<file path="config.mk">
export PLATFORM = sky130hd
export DESIGN_NAME = alu_bcd_seq
export DESIGN_NICKNAME = d
export VERILOG_FILES = /design/src/rtl/alu_bcd_pkg.sv /design/src/rtl/bcd_dabble.sv /design/src/rtl/alu_bcd_seq.sv
export SDC_FILE = /design/constraint.sdc
export NUM_CORES = 1
export LEC_CHECK = 0
export BUFFER_PORTS_ARGS = -buffer_cell sky130_fd_sc_hd__buf_2
export CORE_AREA = 2 2 112 114
export DETAILED_ROUTE_END_ITERATION = 7
export DIE_AREA = 0 0 114 116
export PLACE_DENSITY = 0.68
export SETUP_SLACK_MARGIN = 0.1
export SYNTH_ARGS = -nofsm -noshare
export SYNTH_HDL_FRONTEND = slang
export SYNTH_SLANG_ARGS = --single-unit
</file>
<file path="constraint.sdc">
create_clock -name clk -period 3.4 [get_ports clk]
set_input_delay 0.51 -clock clk [delete_from_list [all_inputs] [get_ports clk]]
set_output_delay 0.51 -clock clk [all_outputs]
set_load 0.005 [all_outputs]
</file>
<file path="src/rtl/alu_bcd_pkg.sv">
// Shared definitions for the ALU/BCD display path: opcodes, FSM states and
// the per-digit double-dabble correction.
package alu_bcd_pkg;

  localparam logic [2:0] OP_ADD = 3'b000;
  localparam logic [2:0] OP_SUB = 3'b001;
  localparam logic [2:0] OP_AND = 3'b010;
  localparam logic [2:0] OP_OR  = 3'b011;
  localparam logic [2:0] OP_XOR = 3'b100;
  localparam logic [2:0] OP_NOT = 3'b101;
  localparam logic [2:0] OP_SHL = 3'b110;
  localparam logic [2:0] OP_SHR = 3'b111;

  typedef enum logic [1:0] {
    S_IDLE = 2'd0,
    S_CALC = 2'd1,
    S_CONV = 2'd2,
    S_DONE = 2'd3
  } state_t;

  // Digit correction applied before each shift so the digit carries at 10.
  function automatic logic [3:0] dabble_adj(input logic [3:0] d);
    return (d >= 4'd5) ? (d + 4'd3) : d;
  endfunction

endpackage

</file>
<file path="src/rtl/bcd_dabble.sv">
// Sequential binary-to-packed-BCD converter (one double-dabble step per clock).
// Ports:
//   clk, rst_n  : clock, asynchronous active-low reset
//   i_load      : capture i_bin and start a conversion (priority over a running one)
//   i_bin       : binary value, BIN_W bits
//   o_busy      : conversion in progress
//   o_valid_c   : final step happens on the coming edge; o_bcd updates there
//   o_bcd       : last completed result, digit 0 in bits [3:0]; holds otherwise
module bcd_dabble #(
  parameter int unsigned BIN_W  = 9,
  parameter int unsigned DIGITS = 3
) (
  input  logic                  clk,
  input  logic                  rst_n,
  input  logic                  i_load,
  input  logic [BIN_W-1:0]      i_bin,
  output logic                  o_busy,
  output logic                  o_valid_c,
  output logic [4*DIGITS-1:0]   o_bcd
);
  import alu_bcd_pkg::*;

  localparam int unsigned BCD_W = 4 * DIGITS;
  localparam int unsigned CNT_W = $clog2(BIN_W + 1);

  logic [BIN_W-1:0] r_bin;
  logic [BCD_W-1:0] r_acc;
  logic [CNT_W-1:0] r_cnt;
  logic [BCD_W-1:0] w_next;
  logic [3:0]       w_d;
  logic             w_carry;

  // One step: correct every digit, then shift left pulling in the binary MSB.
  always_comb begin
    w_next  = '0;
    w_d     = '0;
    w_carry = r_bin[BIN_W-1];
    for (int i = 0; i < int'(DIGITS); i++) begin
      w_d              = dabble_adj(r_acc[4*i +: 4]);
      w_next[4*i +: 4] = {w_d[2:0], w_carry};
      w_carry          = w_d[3];
    end
  end

  assign o_valid_c = o_busy && (r_cnt == CNT_W'(BIN_W - 1));

  // Working registers stay internal; o_bcd only ever takes a finished result.
  always_ff @(posedge clk or negedge rst_n) begin
    if (!rst_n) begin
      r_bin  <= '0;
      r_acc  <= '0;
      r_cnt  <= '0;
      o_busy <= 1'b0;
      o_bcd  <= '0;
    end else if (i_load) begin
      r_bin  <= i_bin;
      r_acc  <= '0;
      r_cnt  <= '0;
      o_busy <= 1'b1;
    end else if (o_busy) begin
      r_bin <= r_bin << 1;
      r_acc <= w_next;
      r_cnt <= r_cnt + CNT_W'(1);
      if (o_valid_c) begin
        o_busy <= 1'b0;
        o_bcd  <= w_next;
      end
    end
  end

endmodule

</file>
<file path="src/rtl/alu_bcd_seq.sv">
// Clocked 8-operation ALU with sequential BCD conversion for the 7-segment bus.
// Ports:
//   clk, rst_n          : clock, asynchronous active-low reset
//   i_start             : request, sampled only when not busy
//   i_a, i_b, i_op_code : operands and operation, latched on accepted start
//   i_cin               : carry/borrow in, latched on accepted start
//   i_select            : display source for o_y (combinational)
//   o_busy              : high in CALC and CONV
//   o_done              : one-cycle pulse in DONE
//   o_bcd               : last converted result (packed BCD)
//   o_leds              : [0] = ~overflow, [1] = ~carry (active-low)
//   o_y                 : display bus: bcd / A / B / opcode
module alu_bcd_seq #(
  parameter int unsigned WIDTH  = 8,
  parameter int unsigned DIGITS = 3
) (
  input  logic                  clk,
  input  logic                  rst_n,
  input  logic                  i_start,
  input  logic [WIDTH-1:0]      i_a,
  input  logic [WIDTH-1:0]      i_b,
  input  logic [2:0]            i_op_code,
  input  logic                  i_cin,
  input  logic [1:0]            i_select,
  output logic                  o_busy,
  output logic                  o_done,
  output logic [4*DIGITS-1:0]   o_bcd,
  output logic [1:0]            o_leds,
  output logic [4*DIGITS-1:0]   o_y
);
  import alu_bcd_pkg::*;

  localparam int unsigned BCD_W  = 4 * DIGITS;
  localparam int unsigned CONV_W = WIDTH + 1;

  state_t           r_state;
  logic [WIDTH-1:0] r_a;
  logic [WIDTH-1:0] r_b;
  logic [2:0]       r_op;
  logic             r_cin;
  logic             r_cout;
  logic             r_ovf;

  logic [CONV_W-1:0] w_sum;
  logic [CONV_W-1:0] w_diff;
  logic [WIDTH-1:0]  w_res;
  logic              w_cout;
  logic              w_ovf;
  logic [CONV_W-1:0] w_conv;
  logic              w_load;
  logic              w_dab_busy;
  logic              w_dab_valid;

  // ALU on the latched operands; the extra top bit of sum/diff is carry/borrow.
  always_comb begin
    w_sum  = CONV_W'(r_a) + CONV_W'(r_b) + CONV_W'(r_cin);
    w_diff = CONV_W'(r_a) - CONV_W'(r_b) - CONV_W'(r_cin);
    w_res  = '0;
    w_cout = 1'b0;
    w_ovf  = 1'b0;
    case (r_op)
      OP_ADD: begin
        w_res  = w_sum[WIDTH-1:0];
        w_cout = w_sum[WIDTH];
        w_ovf  = (r_a[WIDTH-1] == r_b[WIDTH-1]) && (w_sum[WIDTH-1] != r_a[WIDTH-1]);
      end
      OP_SUB: begin
        w_res  = w_diff[WIDTH-1:0];
        w_cout = w_diff[WIDTH];
        w_ovf  = (r_a[WIDTH-1] != r_b[WIDTH-1]) && (w_diff[WIDTH-1] != r_a[WIDTH-1]);
      end
      OP_AND: w_res = r_a & r_b;
      OP_OR:  w_res = r_a | r_b;
      OP_XOR: w_res = r_a ^ r_b;
      OP_NOT: w_res = ~r_a;
      OP_SHL: begin
        w_res  = {r_a[WIDTH-2:0], 1'b0};
        w_cout = r_a[WIDTH-1];
      end
      OP_SHR: begin
        w_res  = {1'b0, r_a[WIDTH-1:1]};
        w_cout = r_a[0];
      end
      default: w_res = '0;
    endcase
    // Only the adder shows its carry as the ninth display bit.
    w_conv = (r_op == OP_ADD) ? {w_cout, w_res} : {1'b0, w_res};
  end

  // Converter is loaded on the CALC->CONV edge with the freshly computed value.
  assign w_load = (r_state == S_CALC);

  bcd_dabble #(
    .BIN_W  (CONV_W),
    .DIGITS (DIGITS)
  ) u_dabble (
    .clk       (clk),
    .rst_n     (rst_n),
    .i_load    (w_load),
    .i_bin     (w_conv),
    .o_busy    (w_dab_busy),
    .o_valid_c (w_dab_valid),
    .o_bcd     (o_bcd)
  );

  // Control FSM with operand latches and registered status outputs.
  always_ff @(posedge clk or negedge rst_n) begin
    if (!rst_n) begin
      r_state <= S_IDLE;
      r_a     <= '0;
      r_b     <= '0;
      r_op    <= '0;
      r_cin   <= 1'b0;
      r_cout  <= 1'b0;
      r_ovf   <= 1'b0;
      o_busy  <= 1'b0;
      o_done  <= 1'b0;
      o_leds  <= 2'b11;
    end else begin
      case (r_state)
        S_IDLE: begin
          if (i_start) begin
            r_a     <= i_a;
            r_b     <= i_b;
            r_op    <= i_op_code;
            r_cin   <= i_cin;
            o_busy  <= 1'b1;
            r_state <= S_CALC;
          end
        end
        S_CALC: begin
          r_cout  <= w_cout;
          r_ovf   <= w_ovf;
          r_state <= S_CONV;
        end
        S_CONV: begin
          if (w_dab_valid) begin
            o_leds  <= {~r_cout, ~r_ovf};
            o_busy  <= 1'b0;
            o_done  <= 1'b1;
            r_state <= S_DONE;
          end else if (!w_dab_busy) begin
            // Converter lost its job (cannot happen in normal flow): recover.
            o_busy  <= 1'b0;
            r_state <= S_IDLE;
          end
        end
        S_DONE: begin
          o_done <= 1'b0;
          if (i_start) begin
            r_a     <= i_a;
            r_b     <= i_b;
            r_op    <= i_op_code;
            r_cin   <= i_cin;
            o_busy  <= 1'b1;
            r_state <= S_CALC;
          end else begin
            r_state <= S_IDLE;
          end
        end
        default: begin
          o_busy  <= 1'b0;
          o_done  <= 1'b0;
          r_state <= S_IDLE;
        end
      endcase
    end
  end

  // Display source mux, zero latency from i_select.
  always_comb begin
    o_y = '0;
    case (i_select)
      2'b00:   o_y = o_bcd;
      2'b01:   o_y = BCD_W'(r_a);
      2'b10:   o_y = BCD_W'(r_b);
      default: o_y = BCD_W'(r_op);
    endcase
  end

endmodule
</file>
# Word level (Yosys, flattened, before mapping)
# Cells that the tools add are included.
# W data, S select, Z words.
[totals]
inputBits = 25
ff_bits = 66
out_inout_bits = 28
wordCells = 98
[op_classes]
add_sub_neg = 8
n_reduce_logical = 16
eq_ne = 21
bitwise = 7
mux = 28
magnitude_cmp = 3
[ops]
columns = ["operator", "count"]
rows = [
  ["$pmux W8 S8", 1],
  ["$pmux W12 S3", 1],
  ["$mux W9", 3],
  ["$mux W12", 2],
  ["$mux W4", 4],
  ["$eq A3 B3 Y1 const B", 4],
  ["$ge A4 B3 Y1 const B", 3],
  ["$add A8 B8 Y9", 1],
  ["$add A9 B1 Y9", 1],
  ["$sub A8 B8 Y9", 1],
  ["$sub A9 B1 Y9", 1],
  ["$add A4 B2 Y4 const B", 2],
  ["$and A8 B8 Y8", 1],
  ["$mux W1", 8],
  ["$not A8 Y8", 1],
  ["$or A8 B8 Y8", 1],
  ["$pmux W2 S4", 1],
  ["$reduce_and A2 Y1", 4],
  ["$xor A8 B8 Y8", 1],
  ["$eq A2 B2 Y1 const B", 3],
  ["$eq A3 B2 Y1 const B", 2],
  ["$mux W2", 3],
  ["$pmux W1 S2", 3],
  ["$reduce_and A3 Y1", 2],
  ["other kinds (18)", 29],
]

# Depth between registers and ports, before layout
# Gate-level depths: netlist (run 1).
[logic_depth]
word_depth = 5
depth_mapped = 10
ltp_nobuf = 9

# Modules after synthesis
# A second synthesis (run 1) with hierarchy kept.
[hier_totals]
hier_cells = 561
area_unflattened_um2 = 4892.2
[modules_own_cells]
columns = ["mod", "seq_area_each_um2", "area_each_um2", "cells_per_inst", "instances"]
rows = [
  ["alu_bcd_seq", 703.2, 2934.1, 364, 1],
  ["bcd_dabble", 950.9, 1958.1, 197, 1],
]

# Worst setup path before layout (run 1)
# No wires, ideal clock.
[synth_path]
path_kind = "register to register"
startpoint = "register r_a[0]"
endpoint = "register u_dabble.r_bin[6]"
path_stages_with_launch = 8
synth_period_minus_slack_ns = 2.447
path_buffers = 0
slack_ns = 0.953
t_required_ns = 3.272
arrival_ns = 2.320
cell_sequence = "dfrtp_1 fa_1 fa_1 a211o_1 a211o_1 a211o_1 nand3_1 nor3_1"
[synth_via]
elab_chain_cells = 5
[synth_rtl]
columns = ["element", "line", "text"]
rows = [
  ["start: declaration", "alu_bcd_seq.sv:37", "logic [WIDTH-1:0] r_a;"],
  ["start signal: assignment", "alu_bcd_seq.sv:123", "r_a <= i_a;"],
  ["start signal: assignment", "alu_bcd_seq.sv:151", "r_a <= i_a;"],
  ["$sub A8 B8 Y9 or $add A8 B8 Y9 (tied branches)", "alu_bcd_seq.sv:57, alu_bcd_seq.sv:56", ""],
  ["$sub A9 B1 Y9 or $add A9 B1 Y9 (tied branches)", "alu_bcd_seq.sv:57, alu_bcd_seq.sv:56", ""],
  ["$pmux W8 S8 *", "alu_bcd_seq.sv:61", "case (r_op)"],
  ["$mux W9 *", "alu_bcd_seq.sv:87", "w_conv = (r_op == OP_ADD) ? {w_cout, w_res} : {1'b0, w_res};"],
  ["$mux W9 *", "bcd_dabble.sv:55", "end else if (i_load) begin"],
  ["end signal: assignment", "bcd_dabble.sv:56", "r_bin <= i_bin;"],
  ["end signal: assignment", "bcd_dabble.sv:61", "r_bin <= r_bin << 1;"],
  ["end: declaration", "bcd_dabble.sv:26", "logic [BIN_W-1:0] r_bin;"],
]
# Mark *: on every way between the ends. The rest lies on a longest branch, timed or not.
# A chain may end at the register's enable or synchronous reset.

# Worst setup path in the final report (run 1)
[layout_path]
startpoint = "register r_a[4]"
endpoint = "register r_ovf"
[layout_via]
elab_chain_cells = 5
[layout_rtl]
columns = ["element", "line", "text"]
rows = [
  ["$sub A8 B8 Y9 or $add A8 B8 Y9 (tied branches)", "alu_bcd_seq.sv:57, alu_bcd_seq.sv:56", ""],
  ["$sub A9 B1 Y9 or $add A9 B1 Y9 (tied branches)", "alu_bcd_seq.sv:57, alu_bcd_seq.sv:56", ""],
  ["$ne A1 B1 Y1 (on tied branches)", "alu_bcd_seq.sv:70, alu_bcd_seq.sv:65", ""],
  ["$logic_and A1 B1 Y1 (on tied branches)", "alu_bcd_seq.sv:70, alu_bcd_seq.sv:65", ""],
  ["$pmux W1 S2 *", "alu_bcd_seq.sv:61", ""],
  ["end signal: assignment", "alu_bcd_seq.sv:133", "r_ovf <= w_ovf;"],
  ["end: declaration", "alu_bcd_seq.sv:42", "logic r_ovf;"],
]
# Marked as above.

==> reports/results.txt, run 1 <==
Placed Instances - 717
Kind of critical path - reg -> reg
Antenna violation net count after detailed routing - 0
Layout cells sized above 1 - 17.1%
Netlist cell types - 61
Asr flop ratio synth - 100%
Hold buffer count at cts - 0
Final wirelength - 12.8 mm
IO Pins - 53
Ant diodes - 0
Fillers - 1147
Largest net degree at the start of global routing - 45
Final hold violations - 0
Power per cell area - 1210 nW/um2
Die H - 116 um
Crit path capture type - flop
FMAX - 0.374 GHz
Top FF cell, synth - dfrtp_1
Synth warnings - 0
Area occupied by multi-input gates - 2860 um2
Site Rows - 40
Area delta synth->final - 14.5%
DR DRC count - 0
Finish-stage setup viols - 0
Seq/Total Area, Yosys - 34.5%
Latest clock arrival within the worst-skew pair - 0.34 ns
PortBufs - 52
Maximum vdd ir drop - 0.669 mV
FF/Latch Area - 1650 um2
Fin util - 46.1%
First-pass GRT wire length - 21.0 mm
Setup Buffers After CTS - 0
Routed wire per std cell - 17.5 um
Fin area - 5490 um2
Cts bufs inserted - 9
Actual slew at the worst max-slew pin - 1.06 ns
Slew Viols, Final - 0
Die extent in x - 114 um
Hpwl dp - 9.44 mm
GP Congestion - 0.962
Final TNS setup - 0 ns
Depth of the CTS H-tree - 3
Fin cells - 733
Leakage - 0.00255 uW
CTS tree - built
Synth Instances - 538
Clk buf depth - 2
Worst Skew - 0.00654 ns
CTS-repair resized insts - 0
Clock sinks - 66
Core Area - 11900 um2
Synthesized flop and latch total - 66
DRT iter0 DRCs - 282
Hold Path Class - in -> async
Antenna violations before repair - 0
Number of synthesized flops with an enable pin - 0
CTS root buf - clkbuf_16
CP max FO - 7
Grt total ovfl - 0
Status - finished clean
Vias - 4104
RSZ-0062 raised after global routing - no
Nets - 653
Clock transition at path regs - 0.06 ns
Fin crit period - 2.68 ns
Max transition margin - 29.1%
Element type at the critical path start - flop
Vias in the first global route - 4038
Pwr Total - 6610 uW
Crit path arrival time - 2.87 ns
Req. time, crit path - 3.60 ns
Post-Synthesis Mean Instance Area - 8.90 um2
Crit share post-route - 78.7%
Mapped Nets - 610
Starting Density - 40.2%
Die Area - 13200 um2
Pre-Repair DR Iteration Count - 5
Number of max-cap violations - 0
Synthesized area - 4790 um2
Overall Global Routing Usage - 20.4%
Via density - 5.60
DP Area - 5180 um2
-- logic make-up (layout without fill, tap and decap cells) --
logic type / count (synthesis) / after routing / synth area share [%]
xor gates and xnor gates: 16 / 16 / 2.92
adders and majority gates: 47 / 47 / 12.9
AOI/OAI and AO/OA: 156 / 156 / 20.4
and+or+nand+nor: 150 / 150 / 15.0
muxes: 32 / 32 / 8.38
DFF: 66 / 66 / 34.5
buffers and inverters: 71 / 119 / 5.85
-- report_power, final --
part / switching [uW] / internal (uW)
sequential: 523 / 1160
combinational: 2280 / 1690
clock: 383 / 574
-- stage by stage --
step / setup slack, ns / hold WS, ns
finish: 0.725 / 0.351
global route: 0.446 / 0.381
CTS: 0.722 / 0.368
detailed placement: 0.741 / 0.433
global placement: 0.822 / 0.428
floorplan: 0.953 / 0.214
-- flip-flops by register name, summed over array words and instances, names as in the netlist, 2 cells and up --
name / cells
u_dabble.o_bcd: 12
u_dabble.r_acc: 12
u_dabble.r_bin: 9
r_a: 8
u_dabble.r_cnt: 4
r_op: 3
r_state: 2
r_b: 8
o_leds: 2
-- final cells by class --
type	count	share of cell area, %
Clock buffer	9	4.11
Clock inverter	7	1.41
Inverter	42	2.87
Multi-Input combinational cell	401	52.1
Sequential cell	66	30.2
Tap cell	147	3.35
Timing Repair Buffer	61	5.98
-- synth_stat cells, types with 4 or more instances --
master    instances  area share, %
dfrtp_1          64             33
o21ai_0          50            5.2
nand2_1          49            3.8
a21oi_1          46            4.8
ha_1             43             11
inv_1            41            3.2
nor2_1           38            3.0
mux2i_1          18            3.8
clkbuf_1         15            1.2
a211oi_1         11            1.7
nor3b_1          11            1.7
nor3_1           10            1.0
xor2_1           10            1.8
a31oi_1           8            1.0
buf_1             8           0.63
mux2_2            8            1.9
nand2b_1          8            1.0
nand3_1           8           0.84
or3_1             6           0.78
xnor2_1           6            1.1
and2_1            5           0.65
buf_2             5           0.52
a211o_1           4           0.73
fa_1              4            1.7
mux4_2            4            1.9
nand4_1           4           0.52
nor2b_1           4           0.52
o22ai_1           4           0.52
-- placed cells by master, fill, tap and decap left out, types with 2 or more instances in the layout --
| cell type | instances |
|---|---|
| o221ai_1 | 3 |
| nand2b_1 | 8 |
| or3_1 | 6 |
| xnor2_1 | 6 |
| a211o_1 | 4 |
| buf_2 | 52 |
| a221oi_1 | 3 |
| a32oi_1 | 3 |
| a21o_1 | 3 |
| nand3_1 | 8 |
| mux4_2 | 4 |
| mux2i_1 | 18 |
| nor3b_1 | 11 |
| nor2_1 | 37 |
| inv_1 | 41 |
| a31oi_1 | 8 |
| mux2_2 | 8 |
| dfrtp_1 | 64 |
| nand4_1 | 4 |
| clkinv_4 | 2 |
| ha_1 | 43 |
| nor2b_1 | 4 |
| nand3b_1 | 3 |
| and2_1 | 5 |
| dfstp_2 | 2 |
| o22ai_1 | 4 |
| nand2_1 | 49 |
| a21oi_1 | 46 |
| fa_1 | 4 |
| buf_4 | 9 |
| a211oi_1 | 11 |
| clkbuf_16 | 9 |
| o21a_1 | 3 |
| nor3_1 | 10 |
| inv_6 | 2 |
| xor2_1 | 10 |
| o21ai_0 | 50 |
-- worst max-delay path, cell delays in order (launching register included) --
cell       delay [ns]
dfrtp_1          0.41
inv_1            0.11
ha_1             0.42
ha_1             0.43
a21oi_2          0.35
o22a_2           0.23
nor3_1           0.05
a2111oi_0        0.38
o211ai_1         0.15
-- layer usage --
metal	track usage, %	routed length, um	up-vias
met3	4.03	560	25
met2	33.7	6240	130
met1	26.1	5630	1961
li1	-	-	1988
met5	0	0	-
met4	8.94	368	0
-- path summary, 6_finish.rpt --
kind | startpoint | end | slack [ns] | depth (start not counted)
worst max-delay path | r_a[4]$_DFFE_PN0P_ | r_ovf$_DFFE_PN0P_ | 0.72 | 8
worst min-delay path | rst_n | u_dabble.r_bin[5]$_DFFE_PN0P_ | 0.35 | 1
worst max register to register | r_a[4]$_DFFE_PN0P_ | r_ovf$_DFFE_PN0P_ | 0.72 | 8
worst min register to register | r_cout$_DFFE_PN0P_ | o_leds[1]$_DFFE_PN1P_ | 0.44 | 1
max in group asynchronous | rst_n | r_b[5]$_DFFE_PN0P_ | 2.25 | 2
min in group clk | i_a[4] | r_a[4]$_DFFE_PN0P_ | 0.37 | 3
(Power assumes the default switching activity.)
==> run 2: changes to the inputs <==
--- a/config.mk
+++ b/config.mk
@@ -5,11 +5,12 @@
 export SDC_FILE = /design/constraint.sdc
 export NUM_CORES = 1
 export LEC_CHECK = 0
+export ABC_AREA = 1
 export BUFFER_PORTS_ARGS = -buffer_cell sky130_fd_sc_hd__buf_2
-export CORE_AREA = 2 2 112 114
+export CORE_AREA = 2 2 109 111
 export DETAILED_ROUTE_END_ITERATION = 7
-export DIE_AREA = 0 0 114 116
-export PLACE_DENSITY = 0.68
+export DIE_AREA = 0 0 111 113
+export PLACE_DENSITY = 0.69
 export SETUP_SLACK_MARGIN = 0.1
 export SYNTH_ARGS = -nofsm -noshare
 export SYNTH_HDL_FRONTEND = slang
==> constraint.sdc (replaced) <==
create_clock -name clk -period 2.6 [get_ports clk]
set_input_delay 0.39 -clock clk [delete_from_list [all_inputs] [get_ports clk]]
set_output_delay 0.39 -clock clk [all_outputs]
set_load 0.005 [all_outputs]
==> run 2 against run 1 <==
Compared with the run above: global-route usage rose by 1.9 points; total power rose by 22%; largest power group unchanged; sequential share of layout area rose by 0.51 points; sequential power rose by 13%; final cell count rose by 14%; first-iteration DRC count rose by 32%; count of clock-buffer cells in the layout rose by 2; critical endpoint is now r_cout$_DFFE_PN0P_; die area fell by 5.1%.
==> reports/results.txt, run 2 <==
Met3 usage - 4.50% (+0.47 points)
RSZ-0062 raised after global routing - no
Hpwl dp - 10.3 mm (+9.6%)
Die H - 113 um (-2.6%)
Number of max-cap violations - 0 (unchanged)
Routed wire per std cell - 16.0 um (-8.3%)
Antenna violations before repair - 0 (unchanged)
Commonest cells in the netlist - nand2_1 (134), inv_1 (97), dfrtp_1 (64), nor2_1 (62), nand3_1 (51)
Area delta synth->final - 17.7%
Crit share post-route - 88.5% (+9.8 points)
Crit path arrival time - 2.53 ns (-0.34 ns)
First-pass GRT wire length - 22.3 mm (+6.4%)
Top cells by area, synth - dfrtp_1 (35%), ha_1 (12%), nand2_1 (11%), inv_1 (7.9%), nand3_1 (5.6%)
Part of the power in registers - 23.5% (-1.9 points)
Kind of critical path - reg -> reg
Synthesized area - 4590 um2 (-4.3%)
Largest net degree at the start of global routing - 47 (+4.4%)
Pre-Repair DR Iteration Count - 5 (unchanged)
Clk buf depth - 2 (unchanged)
Hold slack - 0.0237 ns (-0.328 ns)
Synth Instances - 626 (+16%)
Starting Density - 40.7% (+0.46 points)
GP Congestion - 0.925 (-3.8%)
Grt met2 use - 37.7% (+4.0 points)
Vias - 4463 (+8.7%)
Status - finished clean
Switch Pwr - 3960 uW (+24%)
Max transition margin - 61.5% (+32 points)
Clock transition at path regs - 0.06 ns (about the same)
Fin util - 47.9% (+1.8 points)
Power per cell area - 1500 nW/um2 (+24%)
IO Pins - 53 (unchanged)
P_int - 4120 uW (+20%)
Latest clock arrival within the worst-skew pair - 0.34 ns (about the same)
Seq/Total Area, Yosys - 36.1% (+1.5 points)
Final TNS setup - 0 ns (unchanged)
Setup ws final - 0.300 ns (-0.425 ns)
Site Rows - 39 (-2.5%)
Mapped Nets - 698 (+14%)
Sw frac - 49.0% (+0.84 points)
Grt total ovfl - 0 (unchanged)
Netlist cell types - 28 (-54%)
Core Area - 11300 um2 (-5.4%)
Asr flop ratio synth - 100% (unchanged)
Largest regs - u_dabble.o_bcd: 12 flops, u_dabble.r_acc: 12 flops, u_dabble.r_bin: 9 flops
Most frequent cell after synthesis - nand2_1
Crit path capture type - flop
Comb power frac - 60.5% (+0.4 points)
Vias in the first global route - 4483 (+11%)
Final hold violations - 0 (unchanged)
Req. time, crit path - 2.83 ns (-0.77 ns)
Hold Path Class - in -> async
Slew Viols, Final - 0 (unchanged)
Number of synthesized flops with an enable pin - 0 (unchanged)
Nets - 762 (+17%)
Leakage - 0.00281 uW (+9.9%)
Grt peak-use layer - met2
Worst Skew - 0.00720 ns (+0.000663 ns)
Fin crit period - 2.30 ns (-0.375 ns)
Synthesized flop and latch total - 66 (unchanged)
Most frequent cells in the layout - nand2_1 (134), inv_1 (96), dfrtp_1 (63)
Maximum vdd ir drop - 0.517 mV (-23%)
M1 GR Usage - 28.3% (+2.2 points)
Layout cells sized above 1 - 12.8% (-4.2 points)
Synth warnings - 0 (unchanged)
Die extent in x - 111 um (-2.6%)
Clock sinks - 66 (unchanged)
Post-synth top area cell - dfrtp_1
CTS root buf - clkbuf_16
PortBufs - 52 (unchanged)
Yosys top cell area share - 34.9% (+1.5 points)
Post-Synthesis Mean Instance Area - 7.33 um2 (-18%)
Depth of the CTS H-tree - 3 (unchanged)
Clock Power Share - 16.1% (+1.6 points)
FMAX - 0.435 GHz (+16%)
Finish-stage setup viols - 0 (unchanged)
Dpl ws - 0.273 ns (-0.468 ns)
Via density - 5.34 (-4.7%)
Die Area - 12500 um2 (-5.1%)
Worst r2r path cells - 10 (+2)
Ant diodes - 0 (unchanged)
Antenna violation net count after detailed routing - 0 (unchanged)
CTS tree - built
Overall Global Routing Usage - 22.3% (+1.9 points)
Most common library cell in the layout ignoring fill and taps - nand2_1
Element type at the critical path start - flop
Cts bufs inserted - 9 (unchanged)
Actual slew at the worst max-slew pin - 0.577 ns (-0.486 ns)
DRT iter0 DRCs - 372 (+32%)
Final wirelength - 13.4 mm (+4.6%)
Top FF cell, synth - dfrtp_1
DR DRC count - 0 (unchanged)
CP max FO - 4 (-3)
## run 2: cell count changes in the layout (fill, tap and decap cells not counted), sizes merged, moves of 12 or more
cell / delta
inv: +54
nor2: +25
mux2i: -18
nand3: +43
a211oi: -12
nand2: +85
## run 2: final timing paths
| check | slack (ns) | start | end |
|---|---|---|---|
| worst max register to register | 0.30 | r_a[0]$_DFFE_PN0P_ | r_cout$_DFFE_PN0P_ |
| worst min-delay path | 0.02 | rst_n | u_dabble.o_bcd[10]$_DFFE_PN0P_ |
| worst min register to register | 0.48 | r_ovf$_DFFE_PN0P_ | o_leds[0]$_DFFE_PN1P_ |
| worst max-delay path | 0.30 | r_a[0]$_DFFE_PN0P_ | r_cout$_DFFE_PN0P_ |
| min in group clk | 0.30 | i_a[6] | r_a[6]$_DFFE_PN0P_ |
| max in group asynchronous | 1.89 | rst_n | o_leds[1]$_DFFE_PN1P_ |
## run 2: worst max-delay path, stage by stage (launching register included)
cell,delay (ns)
dfrtp_1,0.44
fa_1,0.52
fa_1,0.46
nand3_1,0.10
nand3_1,0.12
nand3_1,0.09
nand2_1,0.08
a21oi_1,0.15
o21ai_0,0.10
nand2_1,0.06
nand2_1,0.05
## run 2: routing by layer
| layer | share of wire (%) | vias to the layer above |
|---|---|---|
| met5 | 0 | - |
| met4 | 3.7 | 0 |
| met3 | 5.7 | 38 |
| met2 | 47 | 144 |
| met1 | 43 | 2102 |
| li1 | - | 2179 |
## run 2: logic make-up after synthesis
| logic type | share of synthesized area, % |
|---|---|
| flip-flops | 36.1 |
| buffers and inverters | 9.11 |
| adder cells (fa/ha/maj) | 13.5 |
| AND/OR/NAND/NOR | 24.4 |
| XOR/XNOR | 1.15 |
| AO/OA/AOI/OAI | 15.7 |
## run 2: final cells by class
| type | count | area [um2] |
|---|---|---|
| Fill cell | 1099 | 5870 |
| Multi-Input combinational cell | 450 | 2520 |
| Sequential cell | 66 | 1660 |
| Inverter | 99 | 372 |
| Timing Repair Buffer | 64 | 363 |
| Clock buffer | 11 | 243 |
| Tap cell | 143 | 179 |
| Clock inverter | 3 | 65.1 |
## run 2: timing repair
item                       4_1_cts  5_1_grt
resized for setup                0        5
setup endpoints to repair        0        3
hold buffers                     0        0
setup buffers                    0        0
hold endpoints to repair         0        0
## run 2: stage by stage
stage | instances | total power (uW) | cell area (um2)
6_report | 836 | 8080 | 5400
5_1_grt | 836 | 8900 | 5400
4_1_cts | 836 | 8040 | 5390
3_5_place_dp | 822 | 6710 | 5080
3_3_place_gp | 822 | 6610 | 5080
2_1_floorplan | 626 | 5260 | 4590
## run 2: power by group through the flow
stage	combinational [uW]	clock, uW	sequential (uW)
finish	4890	1300	1900
global route	5580	1360	1960
CTS	4830	1310	1890
detailed placement	4800	0	1900
global placement	4740	0	1870
floorplan	3470	0	1790
